## config.mk

```make
export PLATFORM = sky130hd
export DESIGN_NAME = fighter_motion_ctrl_flat
export DESIGN_NICKNAME = d
export VERILOG_FILES = /design/src/rtl/fighter_motion_ctrl_pkg.sv /design/src/rtl/fighter_motion_ctrl_if.sv /design/src/rtl/fighter_motion_ctrl_game_tick_gen.sv /design/src/rtl/fighter_motion_ctrl.sv /design/src/flat_wrapper.sv
export SDC_FILE = /design/constraint.sdc
export NUM_CORES = 1
export LEC_CHECK = 0
export ABC_CLOCK_PERIOD_IN_PS = 6100
export BUFFER_PORTS_ARGS = -buffer_cell sky130_fd_sc_hd__buf_2
export CORE_AREA = 2 2 76 151
export DETAILED_ROUTE_END_ITERATION = 10
export DIE_AREA = 0 0 78 153
export GPL_ROUTABILITY_DRIVEN = 0
export REMOVE_ABC_BUFFERS = 1
export SLEW_MARGIN = 20
export SYNTH_ARGS = -nofsm -noshare
export SYNTH_HDL_FRONTEND = slang
export SYNTH_SLANG_ARGS = --single-unit
```

## constraint.sdc

```tcl
create_clock -name clk -period 6.1 [get_ports clk]
set_clock_uncertainty 0.1 [all_clocks]
set_input_delay 0.61 -clock clk [delete_from_list [all_inputs] [get_ports clk]]
set_output_delay 0.61 -clock clk [all_outputs]
set_load 0.05 [all_outputs]
```

## src/rtl/fighter_motion_ctrl_pkg.sv

```systemverilog
// -----------------------------------------------------------------------------
// fighter_motion_ctrl_pkg
// Shared definitions for the per-fighter game logic: jump state encoding,
// horizontal intent encoding, screen constants and default sprite geometry.
// The facing, collision and render blocks import the same defaults so every
// block agrees on sprite width and ground line.
// -----------------------------------------------------------------------------
package fighter_motion_ctrl_pkg;

  localparam int DEF_SCREEN_W = 96;  // screen width in pixels
  localparam int SCREEN_H     = 64;  // screen height in pixels
  localparam int DEF_SPRITE_W = 16;  // sprite width, also min fighter spacing
  localparam int DEF_GROUND_Y = 40;  // sprite_y when standing

  typedef enum logic [1:0] {
    GROUND = 2'd0,
    RISE   = 2'd1,
    APEX   = 2'd2,
    FALL   = 2'd3
  } jump_state_t;

  typedef enum logic [1:0] {
    DIR_NONE  = 2'd0,
    DIR_RIGHT = 2'd1,
    DIR_LEFT  = 2'd2
  } dir_t;

  // Turns relative controls into an absolute direction. Pressing both
  // forward and back cancels out.
  function automatic dir_t resolve_dir(input logic fwd, input logic back,
                                       input logic facing_right);
    case ({fwd, back})
      2'b10:   resolve_dir = facing_right ? DIR_RIGHT : DIR_LEFT;
      2'b01:   resolve_dir = facing_right ? DIR_LEFT : DIR_RIGHT;
      default: resolve_dir = DIR_NONE;
    endcase
  endfunction

endpackage

```

## src/rtl/fighter_motion_ctrl_if.sv

```systemverilog
// -----------------------------------------------------------------------------
// fighter_motion_ctrl_if
// Control/position bundle of one fighter's motion engine.
//   master : input side (synchronizers, facing logic, game state) drives the
//            buttons, facing, opponent x and freeze; reads back positions.
//   slave  : the motion engine itself.
// Signals: btn_fwd, btn_back, btn_jump, facing_right, freeze (1b each),
//          opp_x[6:0]; sprite_x[6:0], sprite_y[6:0], airborne, game_tick.
// -----------------------------------------------------------------------------
interface fighter_motion_ctrl_if;

  logic       btn_fwd;
  logic       btn_back;
  logic       btn_jump;
  logic       facing_right;
  logic [6:0] opp_x;
  logic       freeze;
  logic [6:0] sprite_x;
  logic [6:0] sprite_y;
  logic       airborne;
  logic       game_tick;

  modport master (
    output btn_fwd, btn_back, btn_jump, facing_right, opp_x, freeze,
    input  sprite_x, sprite_y, airborne, game_tick
  );

  modport slave (
    input  btn_fwd, btn_back, btn_jump, facing_right, opp_x, freeze,
    output sprite_x, sprite_y, airborne, game_tick
  );

endinterface

```

## src/rtl/fighter_motion_ctrl_game_tick_gen.sv

```systemverilog
// -----------------------------------------------------------------------------
// game_tick_gen
// Divides the system clock into game ticks. Counts 0..TICK_DIV-1 and emits a
// registered one-cycle pulse on each wrap. Never stalls, so every per-tick
// block sharing it stays in lockstep.
// Ports: clk, rst_n (async active-low), game_tick (out, 1-cycle pulse).
// -----------------------------------------------------------------------------
module game_tick_gen #(
  parameter int TICK_DIV = 1666666
) (
  input  logic clk,
  input  logic rst_n,
  output logic game_tick
);

  localparam int            CW   = (TICK_DIV > 1) ? $clog2(TICK_DIV) : 1;
  localparam logic [CW-1:0] LAST = CW'(TICK_DIV - 1);

  logic [CW-1:0] cnt;

  // Free-running divider; the pulse is registered so it is glitch-free.
  always_ff @(posedge clk or negedge rst_n) begin
    if (!rst_n) begin
      cnt       <= '0;
      game_tick <= 1'b0;
    end else if (cnt == LAST) begin
      cnt       <= '0;
      game_tick <= 1'b1;
    end else begin
      cnt       <= cnt + CW'(1);
      game_tick <= 1'b0;
    end
  end

endmodule

```

## src/rtl/fighter_motion_ctrl.sv

```systemverilog
// -----------------------------------------------------------------------------
// fighter_motion_ctrl
// Per-fighter motion engine. Converts relative controls into absolute sprite
// coordinates once per game tick: 1 px horizontal step with screen clamp and
// body blocking against the opponent, plus a RISE/APEX/FALL jump arc during
// which horizontal motion follows the direction latched at takeoff.
// Ports: clk, rst_n (async active-low), bus (fighter_motion_ctrl_if.slave):
//   in  btn_fwd, btn_back, btn_jump, facing_right, opp_x[6:0], freeze
//   out sprite_x[6:0], sprite_y[6:0], airborne, game_tick (all registered)
// -----------------------------------------------------------------------------
module fighter_motion_ctrl
  import fighter_motion_ctrl_pkg::*;
#(
  parameter int TICK_DIV    = 1666666,
  parameter int SCREEN_W    = DEF_SCREEN_W,
  parameter int SPRITE_W    = DEF_SPRITE_W,
  parameter int GROUND_Y    = DEF_GROUND_Y,
  parameter int JUMP_HEIGHT = 16,
  parameter int APEX_TICKS  = 4,
  parameter int START_X     = 8
) (
  input  logic                  clk,
  input  logic                  rst_n,
  fighter_motion_ctrl_if.slave  bus
);

  localparam logic [7:0] X_MAX     = 8'(SCREEN_W - SPRITE_W);
  localparam logic [6:0] X_MAX7    = 7'(SCREEN_W - SPRITE_W);
  localparam logic [7:0] SPR_W     = 8'(SPRITE_W);
  localparam logic [6:0] Y_GND     = 7'(GROUND_Y);
  localparam logic [6:0] Y_TOP     = 7'(GROUND_Y - JUMP_HEIGHT);
  localparam logic [6:0] X_START   = 7'(START_X);
  localparam logic [7:0] APEX_LAST = 8'(APEX_TICKS - 1);

  logic        tick;
  jump_state_t state;
  logic [6:0]  x_pos;
  logic [6:0]  y_pos;
  logic [7:0]  apex_cnt;
  logic        jump_armed;
  dir_t        drift;
  logic        airborne_q;

  dir_t        ground_dir;
  dir_t        move_dir;
  logic [7:0]  x_ext;
  logic [7:0]  opp_ext;
  logic [7:0]  new_x;
  logic        blocked;
  logic [6:0]  next_x;

  game_tick_gen #(.TICK_DIV(TICK_DIV)) u_tick_gen (
    .clk       (clk),
    .rst_n     (rst_n),
    .game_tick (tick)
  );

  assign bus.game_tick = tick;
  assign bus.sprite_x  = x_pos;
  assign bus.sprite_y  = y_pos;
  assign bus.airborne  = airborne_q;

  // Candidate x for this tick: step, then body block, then screen clamp.
  // new_x is 8 bits so a step left from 0 shows up as a set MSB.
  always_comb begin
    ground_dir = resolve_dir(bus.btn_fwd, bus.btn_back, bus.facing_right);
    if (state == GROUND) begin
      move_dir = ground_dir;
    end else begin
      move_dir = drift;
    end

    x_ext   = {1'b0, x_pos};
    opp_ext = {1'b0, bus.opp_x};
    case (move_dir)
      DIR_RIGHT: new_x = x_ext + 8'd1;
      DIR_LEFT:  new_x = x_ext - 8'd1;
      default:   new_x = x_ext;
    endcase

    // Only block when approaching from our own side; equal x never blocks so
    // fighters that crossed up can walk apart.
    if ((move_dir == DIR_RIGHT) && (x_ext < opp_ext) && ((new_x + SPR_W) > opp_ext)) begin
      blocked = 1'b1;
    end else if ((move_dir == DIR_LEFT) && (x_ext > opp_ext) && ((opp_ext + SPR_W) > new_x)) begin
      blocked = 1'b1;
    end else begin
      blocked = 1'b0;
    end

    if (blocked) begin
      next_x = x_pos;
    end else if (new_x[7]) begin
      next_x = 7'd0;
    end else if (new_x > X_MAX) begin
      next_x = X_MAX7;
    end else begin
      next_x = new_x[6:0];
    end
  end

  // Jump FSM and position registers; everything holds unless a tick arrives
  // while not frozen, so a frozen jump resumes exactly where it stopped.
  always_ff @(posedge clk or negedge rst_n) begin
    if (!rst_n) begin
      state      <= GROUND;
      x_pos      <= X_START;
      y_pos      <= Y_GND;
      apex_cnt   <= 8'd0;
      jump_armed <= 1'b1;
      drift      <= DIR_NONE;
      airborne_q <= 1'b0;
    end else if (tick && !bus.freeze) begin
      x_pos <= next_x;
      case (state)
        GROUND: begin
          // Jump needs a release while grounded before it re-arms.
          if (bus.btn_jump && jump_armed) begin
            state      <= RISE;
            jump_armed <= 1'b0;
            drift      <= ground_dir;
            airborne_q <= 1'b1;
          end else if (!bus.btn_jump) begin
            jump_armed <= 1'b1;
          end
        end
        RISE: begin
          y_pos <= y_pos - 7'd1;
          if (y_pos == (Y_TOP + 7'd1)) begin
            state    <= APEX;
            apex_cnt <= 8'd0;
          end
        end
        APEX: begin
          if (apex_cnt == APEX_LAST) begin
            state <= FALL;
          end else begin
            apex_cnt <= apex_cnt + 8'd1;
          end
        end
        FALL: begin
          y_pos <= y_pos + 7'd1;
          if (y_pos == (Y_GND - 7'd1)) begin
            state      <= GROUND;
            airborne_q <= 1'b0;
          end
        end
        default: begin
          state      <= GROUND;
          y_pos      <= Y_GND;
          airborne_q <= 1'b0;
        end
      endcase
    end
  end

endmodule

```

## src/flat_wrapper.sv

```systemverilog
// flat-port wrapper written by rule: the top's interface ports become plain ports
module fighter_motion_ctrl_flat import fighter_motion_ctrl_pkg::*;
#(
  parameter int TICK_DIV    = 1666666,
  parameter int SCREEN_W    = DEF_SCREEN_W,
  parameter int SPRITE_W    = DEF_SPRITE_W,
  parameter int GROUND_Y    = DEF_GROUND_Y,
  parameter int JUMP_HEIGHT = 16,
  parameter int APEX_TICKS  = 4,
  parameter int START_X     = 8
)
  (clk, rst_n, bus_btn_fwd, bus_btn_back, bus_btn_jump, bus_facing_right, bus_opp_x, bus_freeze, bus_sprite_x, bus_sprite_y, bus_airborne, bus_game_tick);
  fighter_motion_ctrl_if bus_i ();
  input  logic clk;
  input  logic rst_n;
  input wire logic [$bits(bus_i.btn_fwd)-1:0] bus_btn_fwd;
  input wire logic [$bits(bus_i.btn_back)-1:0] bus_btn_back;
  input wire logic [$bits(bus_i.btn_jump)-1:0] bus_btn_jump;
  input wire logic [$bits(bus_i.facing_right)-1:0] bus_facing_right;
  input wire logic [$bits(bus_i.opp_x)-1:0] bus_opp_x;
  input wire logic [$bits(bus_i.freeze)-1:0] bus_freeze;
  output wire logic [$bits(bus_i.sprite_x)-1:0] bus_sprite_x;
  output wire logic [$bits(bus_i.sprite_y)-1:0] bus_sprite_y;
  output wire logic [$bits(bus_i.airborne)-1:0] bus_airborne;
  output wire logic [$bits(bus_i.game_tick)-1:0] bus_game_tick;
  assign bus_i.btn_fwd = bus_btn_fwd;
  assign bus_i.btn_back = bus_btn_back;
  assign bus_i.btn_jump = bus_btn_jump;
  assign bus_i.facing_right = bus_facing_right;
  assign bus_i.opp_x = bus_opp_x;
  assign bus_i.freeze = bus_freeze;
  assign bus_sprite_x = bus_i.sprite_x;
  assign bus_sprite_y = bus_i.sprite_y;
  assign bus_airborne = bus_i.airborne;
  assign bus_game_tick = bus_i.game_tick;
  fighter_motion_ctrl #(.TICK_DIV(TICK_DIV), .SCREEN_W(SCREEN_W), .SPRITE_W(SPRITE_W), .GROUND_Y(GROUND_Y), .JUMP_HEIGHT(JUMP_HEIGHT), .APEX_TICKS(APEX_TICKS), .START_X(START_X)) u_core (.clk(clk), .rst_n(rst_n), .bus(bus_i));
endmodule
```

== Word level (Yosys, flattened, before mapping) ==
Index checks and enable logic that the tools add are counted.

* Register bits: 50
* Bits of input ports: 14
* Output and inout port bits: 16
* Word-level logic and storage cells: 83

* Add/subtract/negate cells: 8
* Magnitude comparators: 5
* Eq/ne operators: 17
* Mux-type cells: 25
* Bitwise gates (word level): 1
* Reduce and logical (&&, ||, !) cells: 18

{| class="wikitable"
|+ Operators with widths
! cell !! count
|-
| one-hot mux 8 bit (2 select lines) || 2
|-
| adder 21 x 1 -> 21 bit (second input constant) || 1
|-
| == test 21 bit (second input constant) || 1
|-
| 2-to-1 mux 21 bit || 1
|-
| 2-to-1 mux 8 bit || 2
|-
| 2-to-1 mux 2 bit || 7
|-
| 2-to-1 mux 7 bit || 2
|-
| one-hot mux 7 bit (2 select lines) || 1
|-
| adder 7 x 1 -> 8 bit (second input constant) || 1
|-
| adder 7 x 5 -> 8 bit (second input constant) || 1
|-
| adder 8 x 1 -> 8 bit (second input constant) || 1
|-
| adder 8 x 5 -> 8 bit (second input constant) || 1
|-
| == test 2 bit (second input constant) || 4
|-
| == test 8 x 2 -> 1 bit (second input constant) || 1
|-
| > comparator 8 x 7 -> 1 bit || 1
|-
| > comparator 8 x 7 -> 1 bit (second input constant) || 1
|-
| > comparator 8 bit || 1
|-
| inequality test 2 x 1 -> 1 bit (second input constant) || 4
|-
| one-hot mux 2 bit (4 select lines) || 1
|-
| AND reduction 4 bit || 2
|-
| subtractor 7 x 1 -> 8 bit (second input constant) || 1
|-
| adder 7 x 1 -> 7 bit (second input constant) || 1
|-
| == test 7 x 5 -> 1 bit (second input constant) || 1
|-
| == test 7 x 6 -> 1 bit (second input constant) || 1
|-
| 16 further kinds || 34
|}

== Depth between registers and ports, before layout ==
Gate-level depths: netlist (run 1).

* Word-level depth: 11
* Depth in mapped cells: 23
* Depth with buffers taken out: 21

== Cells and area by module ==
From an unflattened synthesis (run 1), not the netlist that was laid out.

* Cells, all modules: 398
* Area total of the unflattened synthesis: 3768.6 um^2

{| class="wikitable"
|+ Modules (own cells, without submodules)
! module !! instances !! cells an instance !! area each (um^2) !! sequential area each (um^2)
|-
| fighter_motion_ctrl || 1 || 292 || 2678.8 || 705.7
|-
| game_tick_gen || 1 || 106 || 1089.8 || 550.5
|}

== Worst setup path after synthesis (run 1) ==
No wires, ideal clock.

* Path kind: input port to flip-flop
* Start point: in bus_btn_fwd
* End point: reg u_core.x_pos[0], in the netlist u_core.bus.sprite_x[0]
* Setup time: 0.118 ns
* Data arrival time: 4.586 ns
* Required time: 5.882 ns
* Path slack: 1.296 ns
* Stages: 19
* Path buffers: 1
* Cells stage by stage: nand2b_1 > mux2_2 > a21oi_1 > ha_1 > ha_1 > a211oi_1 > nor2_1 > o31ai_1 > ha_1 > ha_1 > a21o_1 > a21oi_1 > a21o_1 > a31oi_1 > a311oi_1 > o32a_2 > buf_6 > nor4b_2 > a21o_1

* Cells in the longest elaborated chain, start to end: 11
* Elaborated cells on any way between the ends: 21
* Classes of those cells: 1 x add/sub; 3 x order compare; 4 x eq/ne; 7 x mux; 1 x bitwise; 5 x reduce/logical

{| class="wikitable"
|+ Ends and longest elaborated chain
! item !! RTL line !! source
|-
| start, declared || flat_wrapper.sv:16 || <nowiki>input wire logic [$bits(bus_i.btn_fwd)-1:0] bus_btn_fwd;</nowiki>
|-
| == test 2 x 1 -> 1 bit or == test 2 bit (tied branches) || fighter_motion_ctrl_pkg.sv:32 || <nowiki>case ({fwd, back})</nowiki>
|-
| one-hot mux 2 bit (2 select lines) (*) || fighter_motion_ctrl_pkg.sv:32 ||
|-
| 2-to-1 mux 2 bit (*) || fighter_motion_ctrl.sv:67 || <nowiki>if (state == GROUND) begin</nowiki>
|-
| == test 2 bit or == test 2 x 1 -> 1 bit (tied branches) || fighter_motion_ctrl.sv:75, fighter_motion_ctrl.sv:85, fighter_motion_ctrl.sv:83 ||
|-
| one-hot mux 8 bit (2 select lines) || fighter_motion_ctrl.sv:75 || <nowiki>case (move_dir)</nowiki>
|-
| adder 8 x 5 -> 8 bit or > comparator 8 bit (tied branches) || fighter_motion_ctrl.sv:83, fighter_motion_ctrl.sv:85 ||
|-
| > comparator 8 x 7 -> 1 bit or logical AND 1 bit (tied branches) || fighter_motion_ctrl.sv:83, fighter_motion_ctrl.sv:85 ||
|-
| logical AND 1 bit or 2-to-1 mux 1 bit (tied branches) || fighter_motion_ctrl.sv:83, fighter_motion_ctrl.sv:85 ||
|-
| 2-to-1 mux 1 bit || fighter_motion_ctrl.sv:83 || <nowiki>if ((move_dir == DIR_RIGHT) && (x_ext < opp_ext) && ((new_x + SPR_W) > opp_ext)) begin</nowiki>
|-
| NOT 1 bit (no line) || - ||
|-
| AND reduction 2 bit (no line) || - ||
|-
| end signal, assigned || fighter_motion_ctrl.sv:114 || <nowiki>x_pos <= next_x;</nowiki>
|-
| end, declared || fighter_motion_ctrl.sv:37 || <nowiki>logic [6:0] x_pos;</nowiki>
|}

Every way passes the cells marked *; elsewhere a longest branch is shown, timed or not.
A chain may end at the register's enable or synchronous reset.

== Worst setup path after layout (run 1) ==
* Start point: reg u_core.state[1]
* End point: reg u_core.x_pos[6], in the netlist u_core.bus.sprite_x[6]

* Cells in the longest elaborated chain, start to end: 10
* Elaborated cells on any way between the ends: 19
* Classes of those cells: 1 x add/sub; 3 x order compare; 2 x eq/ne; 6 x mux; 1 x bitwise; 6 x reduce/logical

{| class="wikitable"
|+ Ends and longest elaborated chain
! item !! RTL line !! source
|-
| start, declared || fighter_motion_ctrl.sv:36 || <nowiki>jump_state_t state;</nowiki>
|-
| start signal, assigned || fighter_motion_ctrl.sv:106 || <nowiki>state <= GROUND;</nowiki>
|-
| start signal, assigned || fighter_motion_ctrl.sv:119 || <nowiki>state <= RISE;</nowiki>
|-
| start signal, assigned || fighter_motion_ctrl.sv:130 || <nowiki>state <= APEX;</nowiki>
|-
| logical NOT 2 bit (*) || fighter_motion_ctrl.sv:67 ||
|-
| 2-to-1 mux 2 bit (*) || fighter_motion_ctrl.sv:67 ||
|-
| == test 2 bit or == test 2 x 1 -> 1 bit (tied branches) || fighter_motion_ctrl.sv:75, fighter_motion_ctrl.sv:85, fighter_motion_ctrl.sv:83 ||
|-
| one-hot mux 8 bit (2 select lines) || fighter_motion_ctrl.sv:75 ||
|-
| adder 8 x 5 -> 8 bit or > comparator 8 bit (tied branches) || fighter_motion_ctrl.sv:83, fighter_motion_ctrl.sv:85 ||
|-
| > comparator 8 x 7 -> 1 bit or logical AND 1 bit (tied branches) || fighter_motion_ctrl.sv:83, fighter_motion_ctrl.sv:85 ||
|-
| logical AND 1 bit or 2-to-1 mux 1 bit (tied branches) || fighter_motion_ctrl.sv:83, fighter_motion_ctrl.sv:85 ||
|-
| 2-to-1 mux 1 bit || fighter_motion_ctrl.sv:83 ||
|-
| NOT 1 bit (no line) || - ||
|-
| AND reduction 2 bit (no line) || - ||
|}

Marked as above.

==> results of run 1 <==
==> synthesized netlist by cell type, drive strengths merged (7+ instances only) <==
cell type,number,share of area (%)
and3,7,1.2
nand3,16,2.3
xor2,16,3.8
ha,43,14
nand4,10,1.7
nor2,32,3.2
o21ai,24,3.2
a21oi,18,2.4
nand2,36,3.6
inv,32,3.2
dfrtp,46,31
xnor2,12,2.8
a21o,14,2.8
nor3,9,1.2
mux2,8,2.4
==> power groups by stage <==
stage	Sequential (mW)	Clock, mW	Combinational, mW
detailed placement	0.338	0	0.0356
CTS	0.331	0.306	0.0358
finish	0.331	0.295	0.0348
global route	0.331	0.320	0.0402
floorplan	0.338	0	0.0175
global placement	0.338	0	0.0341
==> critical path: stages, from the launching register on <==
cell      delay (ns)
dfrtp_1         0.41
inv_1           0.13
ha_1            0.32
mux2i_1         0.29
ha_1            0.44
ha_1            0.38
a211oi_1        0.26
nor2_1          0.11
o31ai_1         0.55
ha_1            0.35
ha_1            0.29
a21o_1          0.16
a21oi_1         0.18
a21o_1          0.13
a31oi_1         0.04
nor4b_1         0.33
o32a_2          0.33
mux2_2          0.35
==> cell type report <==
class	instances	area, sq um	area share [%]
clock buffers	6	139	3.35
clock inverters	2	16.3	0.392
inverters	32	120	2.90
multi-input cells	317	2280	55.0
flip-flops and latches	50	1260	30.3
well taps	140	175	4.23
repair buffers	31	160	3.86
==> how the worst min path moves through the flow <==
stage,from,to,slack (ns)
3_5_place_dp,u_core.apex_cnt[6],u_core.apex_cnt[6],0.40
3_3_place_gp,u_core.u_tick_gen.cnt[8],u_core.u_tick_gen.cnt[8],0.38
4_1_cts,rst_n,u_core.bus.sprite_x[2],0.35
5_1_grt,rst_n,u_core.bus.sprite_x[2],0.39
2_1_floorplan,rst_n,u_core.apex_cnt[0],0.21
6_report,rst_n,u_core.apex_cnt[3],0.32
==> state kept, by name, summed over array words and instances (netlist names) <==
register and cells:
u_core.u_tick_gen.cnt 21, u_core.apex_cnt 8, u_core.bus.sprite_x 7, u_core.bus.sprite_y 7
u_core.drift 2, u_core.state 2, u_core.bus.airborne 1, u_core.jump_armed 1
u_core.u_tick_gen.game_tick 1
==> logic make-up (layout without fill, tap and decap cells) <==
family | Yosys count | in the layout | synth area share (%)
compound gates | 87 | 87 | 15.2
xor+xnor | 28 | 28 | 6.60
fa+ha+maj | 46 | 46 | 15.9
buf+inv | 42 | 71 | 4.82
flops | 50 | 50 | 33.8
mux | 14 | 14 | 4.04
simple gates | 142 | 142 | 19.6
==> stage by stage <==
| step | instances | area (sq um) | util (%) |
|---|---|---|---|
| floorplan | 399 | 3650 | - |
| global placement | 570 | 3990 | 36.9 |
| detailed placement | 570 | 3990 | 36.9 |
| CTS | 578 | 4150 | 38.3 |
| global route | 578 | 4150 | 38.3 |
| finish | 578 | 4150 | 38.3 |
==> routing by layer <==
layer	share of wire, %	wire length [um]	track usage (%)	vias to the layer above
met4	4.0	339	7.27	0
li1	-	-	-	1503
met5	0	0	0	-
met1	37	3110	14.9	1456
met2	56	4790	29.7	55
met3	3.1	264	2.30	23
==> out/qor.txt, run 1 <==
post-route antenna net violation count = 0
Die H = 153 um
Reg power frac = 50.1%
# IOs = 30
Setup WS pre-CTS = 0.695 ns
Post-synth EDFFs = 0
logic gate share of total power = 5.3%
#FFs+latches synth = 50
R2R Path Start = u_core.state[1]
Slew @ Worst Pin = 0.746 ns
flop-to-flop setup slack = 0.82 ns
pin count of the biggest net entering global routing = 51
PortBufs = 29
Worst setup SP type = flop
P_int = 0.510 mW
Clock Latency Late Sink = 0.30 ns
max-slew violation count = 0
Core Area = 10800 sq um
critical path arrival = 5.36 ns
Final Total Pwr = 0.662 mW
# nets final = 496
WP data required = 6.18 ns
CTS clk-pin slew, worst paths = 0.08 ns
# diodes = 0
Setup crit start = u_core.state[1]
detailed-route DRC error count = 0
RSZ-0062 raised after global routing = false
leak pwr = 2.01 nW
vias in the first global route = 3145
status = complete, no violations
global-route wire length before repair = 14400 um
clock network fraction of total power = 44.6%
CTS Root Cell = clkbuf_16
crit path capture type = flop
CTS tree = built
Post-CTS Setup Inserts = 0
Sw Pwr = 0.152 mW
Initial Util = 34.4%
most common cell after layout, fill and taps aside = dfrtp_1
share of cells above drive strength 1 = 13.7%
DR iter-0 viols = 134
syn_area_per_cell = 9.08 sq um
number of max-cap violations = 0
Slew headroom = 50.2%
R2R Path End = u_core.bus.sprite_x[6]
Sum Neg Setup Slack = 0 ns
Total GRT Usage = 15.2%
Most used DFF post-synth = dfrtp_1
most frequent cells in the layout = dfrtp_1 (46), ha_1 (43), nand2_1 (36), nor2_1 (32), inv_1 (31)
row count = 54
# setup viols final = 0
Critical Path End = u_core.bus.sprite_x[6]
Post-CTS Hold Fix Bufs = 0
yosys warns = 0
die width = 78 um
Initial DRT Pass Iterations = 4
post-route setup slack = 0.820 ns
Tcrit/Tclk final = 86.6%
final hold slack = 0.316 ns
Seq/Total Area, Yosys = 33.8%
CTS Buf Count = 5
DP HPWL = 6700 um
Cell variety after synth = 54
CP Class = flop to flop
hold crit path type = input pin to async pin
Syn-to-layout area delta = 11.6%
Clock Path Buffers = 2
via count = 3037
async set-reset flop share out of synthesis = 100%
sw frac = 22.9%
synthesized cell area = 3710 sq um
Gates resized, CTS repair = 0
PD cells = 160 nW/um^2
routed len/inst = 14.7 um
achievable frequency = 0.189 GHz
total gr overflow = 0
Routed Wire Length = 8500 um
clock sink total = 50
Peak supply drop = 0.204 mV
# fillers = 1138
minimum clock period = 5.28 ns
Cells after Synth = 409
Fin. Hold Viols = 0
R2R cell count = 17
Max H-tree Level = 2
Vias/cell = 5.25
Die Area = 11900 sq um
crit-path max FO = 10
antenna violations before repair = 0
(Power assumes the default switching activity.)
==> run 2: changes to the inputs <==
--- a/config.mk
+++ b/config.mk
@@ -8,9 +8,11 @@
 export ABC_CLOCK_PERIOD_IN_PS = 6100
 export BUFFER_PORTS_ARGS = -buffer_cell sky130_fd_sc_hd__buf_2
 export CORE_AREA = 2 2 76 151
+export CTS_CLUSTER_DIAMETER = 30
 export DETAILED_ROUTE_END_ITERATION = 10
 export DIE_AREA = 0 0 78 153
 export GPL_ROUTABILITY_DRIVEN = 0
+export MAX_ROUTING_LAYER = met4
 export REMOVE_ABC_BUFFERS = 1
 export SLEW_MARGIN = 20
 export SYNTH_ARGS = -nofsm -noshare
==> out/qor.txt, run 2 (same netlist as run 1, synthesis figures left out) <==
# IOs = 30
antenna violations before repair = 0
Slew headroom = 50.6%
Core Area = 10800 sq um
clock sink total = 50
total gr overflow = 0
metal3 WL = 275 um
minimum clock period = 5.29 ns
post-route antenna net violation count = 0
# fillers = 1138
row count = 54
R2R Path Start = u_core.state[1]
Slew @ Worst Pin = 0.739 ns
Placed Cells = 570
Die Area = 11900 sq um
flop-to-flop setup slack = 0.81 ns
Largest regs = u_core.u_tick_gen.cnt: 21 flops, u_core.apex_cnt: 8 flops
Post-CTS Setup Inserts = 0
share of cells above drive strength 1 = 13.7%
detailed-route DRC error count = 0
Sum Neg Setup Slack = 0 ns
global-route wire length before repair = 14400 um
Fin. Hold Viols = 0
most common cell after layout, fill and taps aside = dfrtp_1
Finished Layout Cells = 578
R2R Path End = u_core.bus.sprite_x[6]
crit-path max FO = 10
Reg with most FFs = u_core.u_tick_gen.cnt
vias in the first global route = 3141
Peak supply drop = 0.204 mV
Clock Latency Late Sink = 0.30 ns
CP max stage delay = 0.55 ns
CP max-delay cell = o31ai_1
most frequent cells in the layout = dfrtp_1 (46), ha_1 (43), nand2_1 (36), nor2_1 (32), inv_1 (31)
R2R cell count = 17
CTS Buf Count = 5
Crit path top cell by count = ha_1
RSZ-0062 raised after global routing = false
Die H = 153 um
CTS tree = built
die width = 78 um
max-slew violation count = 0
DR iter-0 viols = 133
via count = 3034
achievable frequency = 0.189 GHz
PortBufs = 29
CTS Root Cell = clkbuf_16
Max H-tree Level = 2
leak pwr = 2.01 nW
Post-CTS Hold Fix Bufs = 0
# diodes = 0
Vias/cell = 5.25
critical path arrival = 5.37 ns
Routed Wire Length = 8490 um
crit path capture type = flop
CTS clk-pin slew, worst paths = 0.07 ns
Initial DRT Pass Iterations = 4
Met1 Wirelength = 3090 um
max reg flops = 21
# nets final = 496
Util after Layout = 38.3%
pin count of the biggest net entering global routing = 51
met2 routed WL = 4790 um
routed len/inst = 14.7 um
Final Total Pwr = 0.661 mW
Gates resized, CTS repair = 0
number of max-cap violations = 0
hold crit path type = input pin to async pin
Clock Path Buffers = 2
status = complete, no violations
CP Class = flop to flop
Tcrit/Tclk final = 86.7%
Total GRT Usage = 15.6%
Top Layer Used = met4
# setup viols final = 0
Worst setup SP type = flop
worst-path cell chain = inv_1, ha_1, mux2i_1, ha_1, ha_1, a211oi_1, nor2_1, o31ai_1, ha_1, ha_1, a21o_1, a21oi_1, a21o_1, a31oi_1, nor4b_1, o32a_2, mux2_2
PD cells = 159 nW/um^2
Syn-to-layout area delta = 11.6%
WP data required = 6.18 ns
DP HPWL = 6700 um
Initial Util = 34.4%
==> run 2: cell counts in the layout (fill, tap and decap cells not counted) <==
Identical to the previous run, type by type.
==> run 2: how the worst max path moves through the flow <==
stage	start	end	slack (ns)
floorplan	bus_btn_fwd	u_core.bus.sprite_x[0]	1.31
global placement	bus_btn_fwd	u_core.bus.sprite_x[0]	0.79
detailed placement	bus_btn_fwd	u_core.bus.sprite_x[2]	0.70
CTS	u_core.state[1]	u_core.bus.sprite_x[2]	0.83
global route	u_core.state[1]	u_core.bus.sprite_x[6]	0.43
finish	u_core.state[1]	u_core.bus.sprite_x[6]	0.81
==> run 2: through the flow <==
stage | area (sq um) | setup WS (ns) | hold WS [ns]
CTS | 4150 | 0.828 | 0.353
global route | 4150 | 0.433 | 0.386
detailed placement | 3990 | 0.695 | 0.398
global placement | 3990 | 0.789 | 0.382
finish | 4150 | 0.809 | 0.316
floorplan | 3650 | 1.31 | 0.214
==> run 2: where the power goes <==
part / total, mW / leakage, nW / internal [mW] / switching [mW]
clock: 0.294 / 0.0735 / 0.165 / 0.130
sequential: 0.331 / 0.654 / 0.331 / 0
combinational: 0.0348 / 1.28 / 0.0136 / 0.0212
total: 0.661 / 2.01 / 0.510 / 0.151
==> run 2: per-layer routing <==
metal / up-vias / GRT usage, %
met4: 0 / 7.27
met5: - / -
met2: 59 / 29.7
met1: 1444 / 15.0
met3: 27 / 2.18
li1: 1504 / -
==> run 2: area by class of cell <==
cell class	count	area, sq um	area share [%]
inverters	32	120	2.90
clock inverters	2	16.3	0.392
multi-input cells	317	2280	55.0
flip-flops and latches	50	1260	30.3
repair buffers	31	160	3.86
clock buffers	6	139	3.35
well taps	140	175	4.23
==> run 2: critical path, delay by kind of cell (launching register included) <==
family	cells	cell delay [ns]
AND/OR/NAND/NOR	2	0.45
AO/OA/AOI/OAI	7	1.65
multiplexers	2	0.64
adder cells (fa/ha/maj)	5	1.78
flip-flops	1	0.41
buffers and inverters	1	0.13
==> run 3: changes to the inputs <==
--- a/config.mk
+++ b/config.mk
@@ -7,12 +7,14 @@
 export LEC_CHECK = 0
 export ABC_CLOCK_PERIOD_IN_PS = 6100
 export BUFFER_PORTS_ARGS = -buffer_cell sky130_fd_sc_hd__buf_2
-export CORE_AREA = 2 2 76 151
+export CORE_AREA = 2 2 107 109
 export CTS_CLUSTER_DIAMETER = 30
 export DETAILED_ROUTE_END_ITERATION = 10
-export DIE_AREA = 0 0 78 153
+export DIE_AREA = 0 0 109 111
 export GPL_ROUTABILITY_DRIVEN = 0
 export MAX_ROUTING_LAYER = met4
+export PLACE_DENSITY = 0.55
+export RECOVER_POWER = 25
 export REMOVE_ABC_BUFFERS = 1
 export SLEW_MARGIN = 20
 export SYNTH_ARGS = -nofsm -noshare
==> out/qor.txt, run 3 (same netlist as run 1, synthesis figures left out) <==
status = complete, but fails checks
failing checks = max-capacitance violations, max-slew violations
pin count of the biggest net entering global routing = 51
Die Area = 12100 sq um
PortBufs = 29
Total GRT Usage = 14.1%
DR iter-0 viols = 125
# setup viols final = 0
# IOs = 30
Routed Wire Length = 7670 um
Reg with most FFs = u_core.u_tick_gen.cnt
antenna violations before repair = 0
most frequent cells in the layout = dfrtp_1 (46), ha_1 (43), nand2_1 (36), nor2_1 (32), inv_1 (31)
# diodes = 0
total gr overflow = 0
leak pwr = 2.01 nW
Reg power frac = 47.9%
RSZ-0062 raised after global routing = false
Sum Neg Setup Slack = 0 ns
crit path capture type = flop
Multi-input gate area = 2280 sq um
R2R cell count = 17
# nets final = 495
FF+latch area = 1260 sq um
Gates resized, CTS repair = 0
clock sink total = 50
Clock Path Buffers = 2
post-route antenna net violation count = 0
CTS tree = built
routed len/inst = 13.2 um
Worst setup SP type = flop
global-route wire length before repair = 13500 um
hold path cells = 2
share of cells above drive strength 1 = 13.3%
row count = 39
Peak supply drop = 0.121 mV
number of max-cap violations = 1
most common cell after layout, fill and taps aside = dfrtp_1
flop-to-flop setup slack = 0.83 ns
CTS clk-pin slew, worst paths = 0.07 ns
Sw Pwr = 0.151 mW
sw frac = 21.9%
Post-CTS Setup Inserts = 0
Largest regs = u_core.u_tick_gen.cnt: 21 flops, u_core.apex_cnt: 8 flops
via count = 2984
Initial DRT Pass Iterations = 4
Tcrit/Tclk final = 86.3%
CTS Buf Count = 5
Final Total Pwr = 0.692 mW
minimum clock period = 5.27 ns
CTS Root Cell = clkbuf_16
detailed-route DRC error count = 0
Max H-tree Level = 2
Die H = 111 um
Post-CTS Hold Fix Bufs = 0
die width = 109 um
# fillers = 1153
crit-path max FO = 10
Fin. Hold Viols = 0
vias in the first global route = 2904
Slew @ Worst Pin = 2.66 ns
P_int = 0.540 mW
achievable frequency = 0.190 GHz
Vias/cell = 5.14
CP Class = flop to flop
logic gate share of total power = 4.9%
Initial Util = 33.5%
critical path arrival = 5.35 ns
Core Area = 11100 sq um
Slew headroom = -77.5%
WP data required = 6.18 ns
max-slew violation count = 51
Clock Latency Late Sink = 0.29 ns
PD cells = 166 nW/um^2
max reg flops = 21
DP HPWL = 5840 um
hold crit path type = input pin to flop
clock network fraction of total power = 47.2%
Syn-to-layout area delta = 11.9%
run 3: cell types whose count changed in the layout (fill, tap and decap cells not counted):
cell | previous run | this run
o21ai_1 | 0 | 1
clkbuf_8 | 1 | 0
o21ai_0 | 24 | 23
buf_4 | 2 | 0
clkinv_4 | 0 | 1
clkbuf_1 | 0 | 1
bufinv_16 | 0 | 1
clkinvlp_4 | 1 | 0
run 3: layout make-up:
cell class	instances	share of cell area, %
clock buffers	5	3.01
clock inverters	3	1.14
inverters	32	2.89
multi-input cells	317	54.8
flip-flops and latches	50	30.2
well taps	143	4.31
repair buffers	30	3.58
run 3: power by group through the flow:
stage	Combinational [mW]	Clock [mW]	Sequential, mW
3_5_place_dp	0.0348	0	0.338
2_1_floorplan	0.0175	0	0.338
4_1_cts	0.0350	0.337	0.331
6_report	0.0338	0.326	0.331
5_1_grt	0.0394	0.351	0.331
3_3_place_gp	0.0337	0	0.338
run 3: worst max-delay path, cell delays in order, from the launching register on:
cell and delay (ns):
dfrtp_1 0.41, inv_1 0.13, ha_1 0.31, mux2i_1 0.28
ha_1 0.46, ha_1 0.38, a211oi_1 0.25, nor2_1 0.10
o31ai_1 0.52, ha_1 0.35, ha_1 0.30, a21o_1 0.16
a21oi_1 0.18, a21o_1 0.14, a31oi_1 0.05, nor4b_1 0.31
o32a_2 0.33, mux2_2 0.36
run 3: final timing paths:
path | startpoint | endpoint
min | bus_btn_jump | u_core.jump_armed
min reg2reg | u_core.u_tick_gen.cnt[18] | u_core.u_tick_gen.cnt[18]
max in group asynchronous | rst_n | u_core.u_tick_gen.cnt[1]
max reg2reg | u_core.state[1] | u_core.bus.sprite_x[1]
min in group asynchronous | rst_n | u_core.bus.sprite_x[0]
max | u_core.state[1] | u_core.bus.sprite_x[1]
run 3: metal layers:
layer / track usage [%] / routed length, um / vias up
li1: - / - / 1506
met4: 4.53 / 119 / 0
met2: 21.8 / 3490 / 44
met1: 18.5 / 3820 / 1423
met3: 2.70 / 241 / 11
met5: - / 0 / -
run 3: per-stage QoR:
stage,hold slack [ns],setup WS [ns],area [sq um],utilization (%),instances
3_5_place_dp,0.397,0.651,3990,36.0,572
4_1_cts,0.341,0.824,4160,37.5,580
5_1_grt,0.384,0.418,4160,37.5,580
6_report,0.383,0.834,4160,37.5,580
3_3_place_gp,0.390,0.760,3990,36.0,572
2_1_floorplan,0.214,1.31,3650,-,399
